--- src/rtl/dct2d_ctrl_pkg.sv ---
// Shared definitions for the 2-D 8x8 DCT sequencer: block geometry,
// bank-state encoding and the column-major address helper.
package dct_pkg;

  localparam int N      = 8;
  localparam int BLK    = N * N;
  localparam int ADDR_W = 6;
  localparam int LOG_N  = $clog2(N);

  localparam logic [ADDR_W-1:0] LAST_IDX = ADDR_W'(BLK - 1);

  typedef enum logic [1:0] {
    FREE    = 2'd0,
    FILLING = 2'd1,
    FULL    = 2'd2,
    READING = 2'd3
  } bank_state_t;

  // Swap the row and column fields so a linear count walks the block column by column.
  function automatic logic [ADDR_W-1:0] col_major(input logic [ADDR_W-1:0] cnt);
    return {cnt[LOG_N-1:0], cnt[ADDR_W-1:LOG_N]};
  endfunction

endpackage

--- src/rtl/dct2d_ctrl_if.sv ---
// Handshake and transpose-memory / column-DCT control bundle of the DCT sequencer.
interface dct2d_ctrl_if;
  import dct_pkg::*;

  logic              in_valid;
  logic              in_ready;
  logic              row_en;
  logic              tp_we;
  logic              tp_wbank;
  logic [ADDR_W-1:0] tp_waddr;
  logic              tp_re;
  logic              tp_rbank;
  logic [ADDR_W-1:0] tp_raddr;
  logic              col_en;
  logic              out_valid;
  logic              out_sof;
  logic              out_eof;
  logic              busy;

  modport master (
    input  in_valid,
    output in_ready, row_en,
    output tp_we, tp_wbank, tp_waddr,
    output tp_re, tp_rbank, tp_raddr,
    output col_en, out_valid, out_sof, out_eof, busy
  );

  modport slave (
    output in_valid,
    input  in_ready, row_en,
    input  tp_we, tp_wbank, tp_waddr,
    input  tp_re, tp_rbank, tp_raddr,
    input  col_en, out_valid, out_sof, out_eof, busy
  );

endinterface

--- src/rtl/dct2d_ctrl_delay_line.sv ---
// Fixed-depth shift register with synchronous clear; also reports whether
// any stage still holds a set bit so the top can tell the pipe is empty.
module dct_delay_line #(
  parameter int DEPTH = 1,
  parameter int WIDTH = 1
) (
  input  logic             clk,
  input  logic             rst,
  input  logic [WIDTH-1:0] d,
  output logic [WIDTH-1:0] q,
  output logic             pending
);

  logic [WIDTH-1:0] stage [DEPTH];

  // Shift one stage per clock; reset flushes everything in flight.
  always_ff @(posedge clk) begin
    if (rst) begin
      for (int i = 0; i < DEPTH; i++) stage[i] <= '0;
    end else begin
      stage[0] <= d;
      for (int i = 1; i < DEPTH; i++) stage[i] <= stage[i-1];
    end
  end

  // OR-reduce every stage.
  always_comb begin
    pending = 1'b0;
    for (int i = 0; i < DEPTH; i++) pending = pending | (|stage[i]);
  end

  assign q = stage[DEPTH-1];

endmodule

--- src/rtl/dct2d_ctrl.sv ---
// Sequencer for row DCT -> ping-pong transpose memory -> column DCT.
//
// Per-bank state:
//   state   | meaning
//   FREE    | empty, may accept a new block
//   FILLING | samples being accepted / row results being written
//   FULL    | all 64 row results written, waiting for the read side
//   READING | 64 column-major reads in progress
module dct2d_ctrl
  import dct_pkg::*;
#(
  parameter int ROW_LAT   = 8,
  parameter int COL_LAT   = 8,
  parameter int TP_RD_LAT = 1
) (
  input  logic         clk,
  input  logic         rst,
  dct2d_ctrl_if.master bus
);

  bank_state_t       bank_st [2];
  logic              acc_bank, wr_bank, rd_bank;
  logic [ADDR_W-1:0] acc_cnt, wr_cnt, rd_cnt;

  logic       in_ready, fire, rd_start, rd_on, tp_we;
  logic       we_pend, col_pend, out_pend;
  logic [2:0] rd_tag, col_tag, out_tag;

  assign in_ready = (bank_st[acc_bank] == FREE) || (acc_cnt != '0);
  assign fire     = bus.in_valid && in_ready;
  assign rd_start = (bank_st[rd_bank] == FULL);
  assign rd_on    = rd_start || (bank_st[rd_bank] == READING);

  // {valid, sof, eof} travels with each read through memory and column DCT.
  assign rd_tag = {rd_on, rd_on && (rd_cnt == '0), rd_on && (rd_cnt == LAST_IDX)};

  // Bank occupancy plus accept/write/read counters; the three sides may
  // touch different banks in the same cycle and all updates apply.
  always_ff @(posedge clk) begin
    if (rst) begin
      bank_st[0] <= FREE;
      bank_st[1] <= FREE;
      acc_bank   <= 1'b0;
      wr_bank    <= 1'b0;
      rd_bank    <= 1'b0;
      acc_cnt    <= '0;
      wr_cnt     <= '0;
      rd_cnt     <= '0;
    end else begin
      if (fire) begin
        acc_cnt <= acc_cnt + ADDR_W'(1);
        if (acc_cnt == '0) bank_st[acc_bank] <= FILLING;
        if (acc_cnt == LAST_IDX) acc_bank <= ~acc_bank;
      end
      if (tp_we) begin
        wr_cnt <= wr_cnt + ADDR_W'(1);
        if (wr_cnt == LAST_IDX) begin
          bank_st[wr_bank] <= FULL;
          wr_bank          <= ~wr_bank;
        end
      end
      if (rd_on) begin
        rd_cnt <= rd_cnt + ADDR_W'(1);
        if (rd_start) bank_st[rd_bank] <= READING;
        if (rd_cnt == LAST_IDX) begin
          bank_st[rd_bank] <= FREE;
          rd_bank          <= ~rd_bank;
        end
      end
    end
  end

  dct_delay_line #(.DEPTH(ROW_LAT), .WIDTH(1)) u_we_dly (
    .clk(clk), .rst(rst), .d(fire), .q(tp_we), .pending(we_pend)
  );

  dct_delay_line #(.DEPTH(TP_RD_LAT), .WIDTH(3)) u_rd_dly (
    .clk(clk), .rst(rst), .d(rd_tag), .q(col_tag), .pending(col_pend)
  );

  dct_delay_line #(.DEPTH(COL_LAT), .WIDTH(3)) u_col_dly (
    .clk(clk), .rst(rst), .d(col_tag), .q(out_tag), .pending(out_pend)
  );

  assign bus.in_ready  = in_ready;
  assign bus.row_en    = fire;
  assign bus.tp_we     = tp_we;
  assign bus.tp_wbank  = wr_bank;
  assign bus.tp_waddr  = wr_cnt;
  assign bus.tp_re     = rd_on;
  assign bus.tp_rbank  = rd_bank;
  assign bus.tp_raddr  = col_major(rd_cnt);
  assign bus.col_en    = col_tag[2];
  assign bus.out_valid = out_tag[2];
  assign bus.out_sof   = out_tag[1];
  assign bus.out_eof   = out_tag[0];
  assign bus.busy      = (bank_st[0] != FREE) || (bank_st[1] != FREE) ||
                         we_pend || col_pend || out_pend;

endmodule

--- src/flat_wrapper.sv ---
// flat-port wrapper written by rule: the top's interface ports become plain ports
module dct2d_ctrl_flat import dct_pkg::*;
#(
  parameter int ROW_LAT   = 8,
  parameter int COL_LAT   = 8,
  parameter int TP_RD_LAT = 1
)
  (clk, rst, bus_in_valid, bus_in_ready, bus_row_en, bus_tp_we, bus_tp_wbank, bus_tp_waddr, bus_tp_re, bus_tp_rbank, bus_tp_raddr, bus_col_en, bus_out_valid, bus_out_sof, bus_out_eof, bus_busy);
  dct2d_ctrl_if bus_i ();
  input  logic clk;
  input  logic rst;
  input wire logic [$bits(bus_i.in_valid)-1:0] bus_in_valid;
  output wire logic [$bits(bus_i.in_ready)-1:0] bus_in_ready;
  output wire logic [$bits(bus_i.row_en)-1:0] bus_row_en;
  output wire logic [$bits(bus_i.tp_we)-1:0] bus_tp_we;
  output wire logic [$bits(bus_i.tp_wbank)-1:0] bus_tp_wbank;
  output wire logic [$bits(bus_i.tp_waddr)-1:0] bus_tp_waddr;
  output wire logic [$bits(bus_i.tp_re)-1:0] bus_tp_re;
  output wire logic [$bits(bus_i.tp_rbank)-1:0] bus_tp_rbank;
  output wire logic [$bits(bus_i.tp_raddr)-1:0] bus_tp_raddr;
  output wire logic [$bits(bus_i.col_en)-1:0] bus_col_en;
  output wire logic [$bits(bus_i.out_valid)-1:0] bus_out_valid;
  output wire logic [$bits(bus_i.out_sof)-1:0] bus_out_sof;
  output wire logic [$bits(bus_i.out_eof)-1:0] bus_out_eof;
  output wire logic [$bits(bus_i.busy)-1:0] bus_busy;
  assign bus_i.in_valid = bus_in_valid;
  assign bus_in_ready = bus_i.in_ready;
  assign bus_row_en = bus_i.row_en;
  assign bus_tp_we = bus_i.tp_we;
  assign bus_tp_wbank = bus_i.tp_wbank;
  assign bus_tp_waddr = bus_i.tp_waddr;
  assign bus_tp_re = bus_i.tp_re;
  assign bus_tp_rbank = bus_i.tp_rbank;
  assign bus_tp_raddr = bus_i.tp_raddr;
  assign bus_col_en = bus_i.col_en;
  assign bus_out_valid = bus_i.out_valid;
  assign bus_out_sof = bus_i.out_sof;
  assign bus_out_eof = bus_i.out_eof;
  assign bus_busy = bus_i.busy;
  dct2d_ctrl #(.ROW_LAT(ROW_LAT), .COL_LAT(COL_LAT), .TP_RD_LAT(TP_RD_LAT)) u_core (.clk(clk), .rst(rst), .bus(bus_i));
endmodule
--- config.mk ---
export PLATFORM = sky130hd
export DESIGN_NAME = dct2d_ctrl_flat
export DESIGN_NICKNAME = d
export VERILOG_FILES = /design/src/rtl/dct2d_ctrl_pkg.sv /design/src/rtl/dct2d_ctrl_if.sv /design/src/rtl/dct2d_ctrl_delay_line.sv /design/src/rtl/dct2d_ctrl.sv /design/src/flat_wrapper.sv
export SDC_FILE = /design/constraint.sdc
export NUM_CORES = 1
export LEC_CHECK = 0
export ABC_AREA = 1
export CAP_MARGIN = 20
export CORE_MARGIN = 2
export CORE_UTILIZATION = 60
export CTS_CLUSTER_SIZE = 12
export DETAILED_ROUTE_END_ITERATION = 6
export PLACE_DENSITY_LB_ADDON = 0.2
export SLEW_MARGIN = 40
export SYNTH_ARGS = -nofsm -noshare
export SYNTH_HDL_FRONTEND = slang
export SYNTH_HIERARCHICAL = 1
export SYNTH_SLANG_ARGS = --single-unit
--- constraint.sdc ---
create_clock -name clk -period 5.2 [get_ports clk]
set_clock_uncertainty 0.15 [all_clocks]
set_input_delay 0.52 -clock clk [delete_from_list [all_inputs] [get_ports clk]]
set_output_delay 0.52 -clock clk [all_outputs]
set_load 0.05 [all_outputs]
## Word level (Yosys, flattened, before mapping)

Memory sizes are Yosys's and may differ from the RTL's. A register that Yosys moved wholly into a read port is not among the register bits.
Cells that the tools add are included.

| word-level totals | value |
|---|---|
| bits of input ports | 3 |
| output and inout port bits | 23 |
| bits in writable memories | 39 |
| memories kept | 4 |
| word-level logic and storage cells | 130 |
| register bits | 21 |

Memory list:

| name | depth | bits a word | rd ports | clocked after memory_dff | wr ports | RTL line | RTL |
|---|---|---|---|---|---|---|---|
| u_core.u_col_dly.stage | 8 | 3 | 8 | 0 | 8 | dct2d_ctrl_delay_line.sv:14 | `logic [WIDTH-1:0] stage [DEPTH];` |
| u_core.u_we_dly.stage | 8 | 1 | 8 | 0 | 8 | dct2d_ctrl_delay_line.sv:14 |  |
| u_core.bank_st | 2 | 2 | 4 | 2 | 3 | dct2d_ctrl.sv:21 | `bank_state_t bank_st [2];` |
| u_core.u_rd_dly.stage | 1 | 3 | 1 | 0 | 1 | dct2d_ctrl_delay_line.sv:14 |  |

| cells by class | value |
|---|---|
| bitwise logic cells | 34 |
| $add $sub $neg | 3 |
| reduce and logical (&&, ||, !) cells | 30 |
| mux-type cells | 48 |
| equal/unequal tests | 5 |

Operators with widths:

| kind | count |
|---|---|
| two-way mux 1 bit | 36 |
| bitwise OR 1 bit | 31 |
| OR reduction 3 bit | 10 |
| two-way mux 3 bit | 9 |
| adder 6 x 1 -> 6 bit, second input constant | 3 |
| == test 6 bit, second input constant | 3 |
| zero test 6 bit | 2 |
| logical OR 1 bit | 6 |
| two-way mux 2 bit | 3 |
| AND reduction 2 bit | 3 |
| nonzero test 6 bit | 1 |
| == test 2 bit, second input constant | 2 |
| nonzero test 2 bit | 2 |
| OR reduction 2 bit | 2 |
| logical AND 1 bit | 3 |
| NOT 1 bit | 3 |
| zero test 2 bit | 1 |

## Depth between registers and ports, before layout

| logic depth | value |
|---|---|
| depth after elaboration | 10 |
| depth in mapped cells | 9 |

## By module

The synthesis kept the hierarchy.

Modules (own cells, without submodules):

| module | area each (um2) | times used | cells an instance |
|---|---|---|---|
| dct2d_ctrl | 1,451.4 | 1 | 194 |
| dct_delay_line (u_core.u_col_dly) | 789.5 | 1 | 99 |
| dct_delay_line (u_core.u_we_dly) | 261.5 | 1 | 33 |
| dct_delay_line (u_core.u_rd_dly) | 93.8 | 1 | 12 |

## Worst setup path after synthesis

No wires, ideal clock.

| path | value |
|---|---|
| path type | reg-to-reg |
| start | register u_core.rd_cnt[0] |
| end | memory u_core/bank_st[1][0] in the netlist's numbering (enable) |
| setup time | 0.297 ns |
| arrival | 1.665 ns |
| data required time | 4.753 ns |
| path slack | 3.088 ns |
| stages on the path, launching flop included | 10 |
| cells stage by stage | dfxtp_1 > ha_1 > nand3_1 > nor2_2 > nand3_2 > nand2_2 > nand2_2 > inv_2 > nor2_1 > nand2_1 |

RTL lines:

| item | RTL line | RTL |
|---|---|---|
| from (decl) | dct2d_ctrl.sv:23 | `logic [ADDR_W-1:0] acc_cnt, wr_cnt, rd_cnt;` |
| from (signal assigned) | dct2d_ctrl.sv:63 | `rd_cnt <= rd_cnt + ADDR_W'(1);` |
| to (decl) | dct2d_ctrl.sv:21 |  |

## Worst setup path after layout

| path | value |
|---|---|
| start | register u_core.acc_cnt[0] |
| end | output port bus_row_en |

| on the way | value |
|---|---|
| longest elaborated chain between the ends | 3 |

Ends and longest elaborated chain:

| item | RTL line | RTL |
|---|---|---|
| from (decl) | dct2d_ctrl.sv:23 |  |
| from (signal assigned) | dct2d_ctrl.sv:51 | `acc_cnt <= acc_cnt + ADDR_W'(1);` |
| nonzero test 6 bit | dct2d_ctrl.sv:29 | `assign in_ready = (bank_st[acc_bank] == FREE) \|\| (acc_cnt != '0);` |
| logical OR 1 bit | dct2d_ctrl.sv:29 |  |
| logical AND 1 bit | dct2d_ctrl.sv:30 | `assign fire = bus.in_valid && in_ready;` |
| to (decl) | flat_wrapper.sv:14 | `output wire logic [$bits(bus_i.row_en)-1:0] bus_row_en;` |

Every way passes these cells.

==> run metrics <==
Primary FF master, synth dfxtp_1; hold_buf cts 0; die width 69.8 µm; Critical Path Source u_core/acc_cnt[0]$_SDFFE_PP0P_; Tmin final 2.89 ns; max-slew violation count 0; Crit-path slowest cell clkdlybuf4s50_1; Vias 2,035; antenna cell count 0; drt via density 4.83; Worst Path Max Fanout 9; layout net count 375; Hold Vio Cnt, Final 0; fmax 0.346 GHz; post-detail-place hpwl 3140 µm; area leader, netlist dfxtp_1; pre-CTS worst setup slack 2.14 ns; clock root buffer clkbuf_8; Layout area overhead 15.6%; Initial Util 63.5%; TritonCTS clock tree done; Routed Antenna Nets 0; status completed; part of the cycle the worst path needs 55.6%; Syn Inst Count 338; post_cts resized 0; delay-heaviest family, CP buffers and inverters; number of synthesized flops with an enable pin 4; R2R Path Start u_core/rd_cnt[0]$_SDFFE_PP0P_; GR Util All Layers 20.3%; top-area cell type share of the netlist area 44.7%; crit-path cells inv_1, ha_1, nand2_1, nor2_2, nand2_4, nand2_8, inv_2, clkdlybuf4s50_1; CP endpoint kind output pin; HP Start u_core/u_col_dly/stage[2][5]$_SDFF_PP0_; asr flop ratio synth 0%; CP Buf/Inv Count 3; RSZ-0062 raised after global routing false; Worst path max stage delay 0.81 ns; Syn. warnings 6; # rows 23; most common cell after layout, fill and taps aside nor2_1; leakage power 0.00121 µW; Core ar. 4090 µm²; Remaining DRCs 0; first-pass GRT wire length 7770 µm; post-synthesis instance area 2600 µm²; most frequent cells in the layout 74 x nor2_1, 61 x inv_1, 58 x dfxtp_1; VDD IR-drop max 267 µV; Avg WL per Cell 10.7 µm; grt ovf 0; Routed WL 4530 µm; 1st-iter DRT viols 77; PortBufs 25; Detailed Routing Iterations Pass 1 4; register area share after synthesis 49.3%; Post-Route Utilization 73.4%; post-synth cell types 31; clock-pin slew on the worst setup and hold paths 0.06 ns; Max Cap Viol 0; Worst-Margin Slew 0.514 ns; synthesis-stage register bit count 62; largest net degree at the start of global routing 48; final count of negative-setup-slack endpoints 0; clk_lat worst skew 0.33 ns; number of CTS-inserted buffers 9; initial antenna violation count 0; fill cell count 341; mean area per synthesized cell 7.68 µm²; critical path arrival 2.22 ns; Area contributors post-synth dfxtp_1 45%, nor2_1 11%, inv_1 8.8%; critical path required time 4.53 ns; Worst Setup Path Type reg2out; vias in the first global route 1,916; CTS sink cnt 62; hold crit path type reg2reg; setup_tns 0 ns; CP Launch Type flop; Longest Clk Path Bufs 2; share of layout cells above drive strength 1 8.63%; IO Count 26; final worst setup slack 2.31 ns; H-tree levels 3; RD Place Congestion 0.800; Mapped Nets 346; Die Y 69.8 µm; PD cells 325 nW/µm²; Setup Buffers After CTS 0; die area 4870 µm²; Slew HR 65.5%
-- power by group --
part | leakage [µW] | total (µW) | internal (µW) | switching (µW)
clock network | 0.0000773 | 334 | 169 | 165
registers | 0.000511 | 504 | 495 | 9.37
logic | 0.000627 | 136 | 43.9 | 92.6
total | 0.00121 | 974 | 708 | 266
-- flip-flops by register name, indices dropped and copies added, names as in the netlist, named ones only --
signal                  cells
u_core/acc_bank             1
u_core/bus.tp_waddr         6
u_core/u_col_dly/stage     24
u_core/bus.tp_rbank         1
u_core/acc_cnt              6
u_core/bank_st              4
u_core/rd_cnt               6
u_core/u_rd_dly/stage       3
u_core/bus.tp_wbank         1
u_core/u_we_dly/stage       8
-- cell families (layout without fill, tap and decap cells) --
| logic type | count (synthesis) | in the layout | share of synthesized area [%] |
|---|---|---|---|
| DFF | 62 | 62 | 49.3 |
| and+or+nand+nor | 161 | 161 | 27.7 |
| xor gates and xnor gates | 4 | 4 | 1.35 |
| AOI/OAI and AO/OA | 34 | 34 | 7.42 |
| buffers and inverters | 72 | 105 | 11.8 |
| adders and majority gates | 5 | 5 | 2.41 |
-- final timing paths --
| kind | slack [ns] | end | cells after the start |
|---|---|---|---|
| worst min-delay path | 0.27 | u_core/u_col_dly/stage[3][2]$_SDFF_PP0_ | 2 |
| worst max-delay path | 2.31 | bus_row_en | 8 |
| worst max register to register | 3.36 | u_core/bank_st[1][0]$_DFFE_PP_ | 9 |
| worst min register to register | 0.27 | u_core/u_col_dly/stage[3][2]$_SDFF_PP0_ | 2 |
-- cells in the mapped netlist, types with 2 or more instances --
| cell | n |
|---|---|
| nor2_2 | 3 |
| nand3_2 | 2 |
| buf_6 | 3 |
| nand3_1 | 11 |
| dfxtp_1 | 58 |
| inv_1 | 61 |
| nor3_1 | 6 |
| a21oi_2 | 4 |
| nand4_1 | 5 |
| inv_2 | 2 |
| ha_1 | 5 |
| a21oi_1 | 13 |
| nand2_1 | 51 |
| o21ai_0 | 10 |
| buf_4 | 3 |
| edfxtp_1 | 4 |
| xor2_1 | 4 |
| nor2_1 | 74 |
| o21ai_1 | 4 |
| nand2_2 | 4 |
-- tightest hold or removal path: stages (launching register included) --
cell and delay, ns:
dfxtp_1 0.31, inv_1 0.04, nor2_1 0.03
-- area by class of cell --
cell class | count | area, µm² | share of cell area (%)
Timing Repair Buffer | 26 | 258 | 8.59
Inverter | 64 | 240 | 8.01
Multi-Input combinational cell | 204 | 1010 | 33.7
Clock buffer | 13 | 139 | 4.63
Sequential cell | 62 | 1280 | 42.7
Tap cell | 50 | 62.6 | 2.09
Clock inverter | 2 | 10.0 | 0.334
-- per-stage QoR --
step	total power, µW	instances	cell area, µm²	hold slack (ns)
after global placement	649	406	2850	0.256
final	974	421	3000	0.266
after detailed placement	651	406	2850	0.261
after floorplan	616	338	2600	0.253
after global routing	1020	421	3000	0.275
after CTS	988	421	3000	0.267
-- per-layer routing --
layer / vias up / wire length [µm] / track usage (%) / part of all wire, %
met5: - / 0 / 0 / 0
met2: 46 / 2160 / 33.7 / 48
met1: 894 / 1990 / 22.6 / 44
met3: 7 / 300 / 8.72 / 6.6
li1: 1088 / - / - / -
met4: 0 / 72 / 9.19 / 1.6
No activity file was read; power rests on OpenSTA's default activity.
